<file path="config.mk">
export PLATFORM = sky130hd
export DESIGN_NAME = sp_ram_ctrl
export DESIGN_NICKNAME = d
export VERILOG_FILES = /design/src/rtl/sp_ram_ctrl.sv
export SDC_FILE = /design/constraint.sdc
export NUM_CORES = 1
export LEC_CHECK = 0
export ABC_AREA = 1
export CORE_ASPECT_RATIO = 1.5
export CORE_UTILIZATION = 45
export DETAILED_ROUTE_END_ITERATION = 12
export PLACE_DENSITY = 0.85
export SLEW_MARGIN = 10
export SYNTH_ARGS = -nofsm -noshare
export SYNTH_HDL_FRONTEND = slang
export SYNTH_SLANG_ARGS = --single-unit
</file>
<file path="constraint.sdc">
create_clock -name clk -period 1.8 [get_ports clk]
set_input_delay 0.18 -clock clk [delete_from_list [all_inputs] [get_ports clk]]
set_output_delay 0.18 -clock clk [all_outputs]
set_load 0.02 [all_outputs]
</file>
<file path="src/rtl/sp_ram_ctrl.sv">
// Valid/ready initiator for a single-port RAM: write/read bursts over consecutive
// addresses, read data returned on a response port. Optional RAM_CLEAR_EN zero-fills the RAM after reset.
module sp_ram_ctrl #(
   parameter int AW = 4,
   parameter int DW = 8,
   parameter int LW = 4
) (
   input  logic          clk,
   input  logic          reset,
   input  logic          req_valid,
   output logic          req_ready,
   input  logic          req_write,
   input  logic [AW-1:0] req_addr,
   input  logic [DW-1:0] req_data,
   input  logic [LW-1:0] req_len,
   output logic          rsp_valid,
   input  logic          rsp_ready,
   output logic [DW-1:0] rsp_data,
   output logic          rsp_last,
   output logic          busy,
   output logic          chip_enable,
   output logic          write_enable,
   output logic [DW-1:0] din,
   output logic [AW-1:0] address,
   input  logic [DW-1:0] dout
);

   typedef enum logic [2:0] {S_IDLE, S_WRITE, S_READ, S_WAIT, S_RESP, S_INIT} state_t;

`ifdef RAM_CLEAR_EN
   localparam state_t RST_STATE = S_INIT;
   localparam logic   RST_READY = 1'b0;
   localparam logic   RST_BUSY  = 1'b1;
`else
   localparam state_t RST_STATE = S_IDLE;
   localparam logic   RST_READY = 1'b1;
   localparam logic   RST_BUSY  = 1'b0;
`endif

   state_t        state_q, state_d;
   logic [AW-1:0] addr_q, addr_d;
   logic [DW-1:0] data_q, data_d;
   logic [LW-1:0] cnt_q, cnt_d;
   logic          req_ready_q, req_ready_d, busy_q, busy_d;
   logic          rsp_valid_q, rsp_valid_d, rsp_last_q, rsp_last_d;
   logic [DW-1:0] rsp_data_q, rsp_data_d, din_q, din_d;
   logic          ce_q, ce_d, we_q, we_d;
   logic [AW-1:0] address_q, address_d;

   always_ff @(posedge clk or posedge reset) begin
      if (reset) begin
         state_q     <= RST_STATE;
         addr_q      <= '0;
         data_q      <= '0;
         cnt_q       <= '0;
         req_ready_q <= RST_READY;
         busy_q      <= RST_BUSY;
         rsp_valid_q <= 1'b0;
         rsp_last_q  <= 1'b0;
         rsp_data_q  <= '0;
         ce_q        <= 1'b0;
         we_q        <= 1'b0;
         din_q       <= '0;
         address_q   <= '0;
      end else begin
         state_q     <= state_d;
         addr_q      <= addr_d;
         data_q      <= data_d;
         cnt_q       <= cnt_d;
         req_ready_q <= req_ready_d;
         busy_q      <= busy_d;
         rsp_valid_q <= rsp_valid_d;
         rsp_last_q  <= rsp_last_d;
         rsp_data_q  <= rsp_data_d;
         ce_q        <= ce_d;
         we_q        <= we_d;
         din_q       <= din_d;
         address_q   <= address_d;
      end
   end

   // cnt_q holds the number of beats still to go after the current one
   always_comb begin
      state_d = state_q;
      addr_d  = addr_q;
      data_d  = data_q;
      cnt_d   = cnt_q;
      case (state_q)
         S_IDLE: if (req_valid && req_ready_q) begin
            addr_d  = req_addr;
            data_d  = req_data;
            cnt_d   = req_len;
            state_d = req_write ? S_WRITE : S_READ;
         end
         S_WRITE: if (cnt_q == '0) state_d = S_IDLE;
            else begin
               cnt_d  = cnt_q - LW'(1);
               addr_d = addr_q + AW'(1);
            end
         S_READ: state_d = S_WAIT;
         S_WAIT: state_d = S_RESP;
         S_RESP: if (rsp_ready) begin
            if (cnt_q == '0) state_d = S_IDLE;
            else begin
               cnt_d   = cnt_q - LW'(1);
               addr_d  = addr_q + AW'(1);
               state_d = S_READ;
            end
         end
`ifdef RAM_CLEAR_EN
         S_INIT: if (ce_q && (&address_q)) state_d = S_IDLE;
`endif
         default: state_d = S_IDLE;
      endcase
   end

   // Outputs are decoded from the next state so they are registered yet aligned with it
   always_comb begin
      ce_d        = (state_d == S_WRITE) || (state_d == S_READ);
      we_d        = (state_d == S_WRITE);
      address_d   = addr_d;
      din_d       = data_d;
      rsp_valid_d = (state_d == S_RESP);
      rsp_last_d  = (state_d == S_RESP) && (cnt_d == '0);
      rsp_data_d  = (state_q == S_WAIT) ? dout : rsp_data_q;
      busy_d      = (state_d != S_IDLE);
      req_ready_d = (state_d == S_IDLE);
`ifdef RAM_CLEAR_EN
      if (state_d == S_INIT) begin
         ce_d      = 1'b1;
         we_d      = 1'b1;
         din_d     = '0;
         address_d = ce_q ? address_q + AW'(1) : '0;
      end
`endif
   end

   assign req_ready    = req_ready_q;
   assign busy         = busy_q;
   assign rsp_valid    = rsp_valid_q;
   assign rsp_last     = rsp_last_q;
   assign rsp_data     = rsp_data_q;
   assign chip_enable  = ce_q;
   assign write_enable = we_q;
   assign din          = din_q;
   assign address      = address_q;

endmodule
</file>
==> results.cfg <==
[outcome]
status = complete, no violations

[drt]
dr.first_iter.drc_count = 29
vias_per_cell = 4.74
drt_wl_total_um = 3590
via_count = 1455
drt-pass1-iter-count = 4
wl_per_cell_um = 11.7
drc = 0
ant_nets = 0

[timing]
period_needed_ns = 1.67
finalSetupViolCount = 0
hold_viol = 0
maxSlewViolCount = 0
hold-worst-slack_ns = 0.280
post-route-period-util_pct = 92.5
fmax_mhz = 600
grt_setup_unrepaired = no
fin_worst_skew_ns = 0.00414
tightest_slew_ns = 0.403
setup_tns_ns = 0
max-slew-margin-rel_pct = 73.1

[pwr]
power.internal_mw = 2.48
combPwrFrac_pct = 56.0
p_clk_share_pct = 13.3
swShare_pct = 43.4
pwr-share-seq_pct = 30.7
fin_total_pwr_mw = 4.38
leakage_nw = 1.22
p_per_area_nw_per_um2 = 1860
max-vdd-ir-drop_mv = 1.13
switchingPower_mw = 1.90

[placement]
port_buffers = 54
dp.cells = 299
routabilityCongestion = 0.904
place.detailed.hpwl_um = 2770

[run]
drv_cap = 0

[floorplan]
dieWidth_um = 51.5
rows = 26
initial_core_util_pct = 47.9
die_h_um = 76.2
io_pins = 55
die_area_um2 = 3920
core_um2 = 3450

[clock_network]
cts_setup_buffers = 0
clockBufferDepth = 2
clk_pin_slew_ns = 0.07
cts_buffers = 5
cts_sinks = 33
cts_max_level = 2
cts_tree = done
root_buffer = clkbuf_8
ctsResizeCount = 0
ctsHoldBuffers = 0
clk_latency_ns = 0.28

[setup_path]
slowest_stage = clkdlybuf4s50_1
cp-start-kind = register
end_kind = output pin
crit_chain = clkdlybuf4s50_1
slowest_delay_ns = 0.62
critical_path.max_fanout = 4
worst-path-buf-inv = 1
crit_required_ns = 1.62
path_delay_family = buffers and inverters
arrival_ns = 1.49
path_class = register to output pin

[synthesis]
yosys_warnings = 0
syn_area_um2 = 1650
syn-num-nets = 232
synthTopCellsByCount = nand2_1, dfrtp_1, inv_1
synth_edf_count = 0
synth_area_leaders = dfrtp_1, nand2_1, mux2_2
avgSynthCellArea_um2 = 8.22
ys_types = 21
ys_seq_area_share_pct = 50.1
synthMostInstantiatedCell = nand2_1
synth_seq_cells = 33
synth_largest_area_cell = dfrtp_1
syn_inst = 201
async_flop_share_pct = 100
synthFlopType = dfrtp_1
netlist.area_leader.share_pct = 48.5

[min_path]
min_path_type = input pin to asynchronous set/reset pin

[global_routing]
top_usage_layer = met2
grt_usage_pct = 22.2
gr-total-overflow = 0
grt_pass1_wl_um = 6490
grt_pass1_vias = 1523
grt_util_met3_pct = 4.59
antenna_found_initial = 0
use_met1_pct = 24.5
grt_max_degree = 34
grtUsageMet2_pct = 39.2

[layout]
instances_no_fill = 307
fill_cells = 292
syn2layout_area_growth_pct = 42.4
nNetsFinal = 295
diodes = 0
layout-drive-gt1-share_pct = 15.1
## sequential cells by signal, indices dropped and copies added (netlist names)
| signal | cells |
|---|---|
| din | 8 |
| rsp_data | 8 |
| address | 4 |
| cnt_q | 4 |
| state_q | 3 |
| busy | 1 |
| chip_enable | 1 |
| req_ready | 1 |
| rsp_last | 1 |
| rsp_valid | 1 |
| write_enable | 1 |
## power by group through the flow
stage | Clock, mW | Combinational, mW | Sequential, mW
2_1_floorplan | 0 | 1.25 | 1.66
3_3_place_gp | 0 | 2.44 | 1.33
4_1_cts | 0.599 | 2.48 | 1.34
3_5_place_dp | 0 | 2.48 | 1.35
6_report | 0.584 | 2.45 | 1.34
5_1_grt | 0.630 | 2.77 | 1.39
## cell usage in the layout, fill, tap and decap left out
master / Yosys / final
a21oi_1: 3 / 3
o31ai_1: 1 / 1
inv_1: 23 / 23
nor2_2: 5 / 5
nand4_2: 1 / 1
xor2_1: 1 / 1
clkdlybuf4s50_1: 0 / 54
dfstp_2: 1 / 1
nor2_1: 15 / 15
buf_4: 0 / 3
xnor2_1: 1 / 1
nand2_1: 76 / 76
inv_2: 5 / 5
nand3_1: 13 / 13
nand2_2: 5 / 5
clkinv_4: 0 / 1
mux2_2: 8 / 8
clkbuf_8: 0 / 6
o21ai_0: 3 / 3
ha_1: 2 / 2
nand3_2: 3 / 3
nand4_4: 1 / 1
clkinv_2: 0 / 1
nor3_1: 1 / 1
dfrtp_1: 32 / 32
## cell families (layout without fill, tap and decap cells)
group,after synthesis,count (layout),share of synthesized area (%)
DFF,33,33,50.1
buffers and inverters,29,93,7.05
xor gates and xnor gates,2,2,1.06
adders and majority gates,2,2,1.51
muxes,8,8,5.45
and+or+nand+nor,120,120,32.6
AOI/OAI and AO/OA,7,7,2.27
## through the flow
step                setup WS, ns  utilization, %  cell area (µm²)
finish                     0.135            68.2             2350
global route              0.0305            68.2             2350
CTS                        0.120            68.2             2350
detailed placement         0.170            65.4             2260
global placement           0.198            65.4             2260
floorplan                  0.371               -             1650
## area by class of cell
type,instances,area (µm²),area share (%)
Clock buffer,6,82.6,3.51
Clock inverter,2,13.8,0.585
Inverter,28,105,4.47
Multi-Input combinational cell,139,708,30.1
Sequential cell,33,827,35.2
Tap cell,42,52.6,2.23
Timing Repair Buffer,57,563,23.9
## layer usage
layer,vias to the layer above,part of all wire [%],wire length (µm)
met3,7,3.8,138
li1,745,-,-
met1,661,37,1340
met2,42,57,2030
met4,0,2.2,80
met5,-,0,0
## final timing paths
check / startpoint / end / slack, ns / cells after the start
worst min-delay path: reset / rsp_data[0] / 0.28 / 3
max in group asynchronous: reset / req_ready / 1.19 / 3
worst max register to register: state_q[0] / rsp_last / 0.18 / 10
min in group clk: req_data[2] / din[2] / 0.43 / 3
worst min register to register: din[2] / din[2] / 0.48 / 2
worst max-delay path: req_ready / req_ready / 0.13 / 1
Power figures use the tool's default switching activity.
==> RTL change, RTL diff (same settings) <==
`DW`: 8 -> 6.
--- a/src/rtl/sp_ram_ctrl.sv
+++ b/src/rtl/sp_ram_ctrl.sv
@@ -3,5 +3,5 @@
 module sp_ram_ctrl #(
    parameter int AW = 4,
-   parameter int DW = 8,
+   parameter int DW = 6,
    parameter int LW = 4
 ) (
Ports: changed (resized din, dout, req_data and rsp_data); port bits go from 55 to 47. No check against the original RTL was run, so the function may have changed too.
==> RTL change against the original RTL <==
- cell area decreased by 12%
- setup slack improved by 0.044 ns
- core utilization increased by 1.2 points
- total power decreased by 8.6%
- synthesized area decreased by 12%
- via count decreased by 14%
- die area decreased by 12%
- cell count decreased by 17%
- sequential cell count decreased by 4
- non-clock buffer count decreased by 10
- routed wire length decreased by 17%
- critical path type is now reg2reg
- largest power group unchanged
- highest routed layer unchanged
==> RTL change: results (changes against the original RTL) <==
stage,metric,value,unit,change
outcome,status,completed,,unchanged
placement,place_congestion,0.7835,,was 0.9041
synthesis,syn_area_per_cell,9.007,um^2,was 8.217 um^2
cells_and_area,clkbuf_count,7,,was 6
timing,finalClockSkew,0.006423,ns,was 0.004144 ns
synthesis,synth_nets,188,,was 232
critical_path,path_class,reg2reg,,was reg2out
cells_and_area,nFillCells,221,,was 292
placement,placed_cell_area,0.001956,mm^2,was 0.002256 mm^2
clocking,numClockSinks,29,,was 33
cells_and_area,buffer_area_share,22.67,%,was 23.94%
drt,wl_per_cell,11.75,um,was 11.70 um
drt,viasPerCell,4.917,,was 4.739
drt,dr.first_iter.drc_count,43,,was 29
power,p_comb_share,55.5,%,was 56.0%
drt,vias,1249,,was 1455
power,p_leak,0.9997,nW,was 1.222 nW
critical_path,cp_top_family,simple AND/OR/NAND/NOR gates,,was buffers and inverters
power,ir_drop,1.346,mV,was 1.125 mV
timing,timing.hold.ws,0.2642,ns,was 0.2801 ns
placement,portBuffers,46,,was 54
grt,grt_max_degree,30,,was 34
cells_and_area,multi_input_area,633.1,um^2,was 708.2 um^2
cells_and_area,area_share_clock_buf_inv,4.909,%,was 4.096%
timing,worst_pin_slew,0.3828,ns,was 0.4034 ns
grt,grt_pass1_vias,1285,,was 1523
placement,dp.cells,246,,was 299
synthesis,synthTopCellsByCount,"nand2_1 (45), dfrtp_1 (28), inv_1 (19)",,"was nand2_1 (76), dfrtp_1 (32), inv_1 (23)"
## RTL change: changes by cell type after synthesis, sizes merged, moves of 2 or more
cell   change
a31oi      +3
nand4      -2
mux2       -2
inv        -5
dfrtp      -4
xor2       +2
nand2     -34
## RTL change: kinds of logic after synthesis
group | synth area share (%)
XOR/XNOR | 1.812
AO/OA/AOI/OAI | 5.695
flip-flops | 50.13
AND/OR/NAND/NOR | 29.25
multiplexers | 4.659
adder cells (fa/ha/maj) | 1.725
buffers and inverters | 6.730
## RTL change: per-layer routing
metal	global-route usage, %	vias to the layer above	routed length (um)	part of all wire [%]
met5	0	-	0	0
met4	12.42	0	66	2.2
met3	5.096	5	127	4.3
met2	36.62	41	1633	55
met1	18.65	586	1157	39
li1	-	617	-	-
## RTL change: what timing repair did
action | CTS | global route
hold buffers | 0 | 0
endpoints found under the setup margin | 0 | 3
resized for setup | 0 | 2
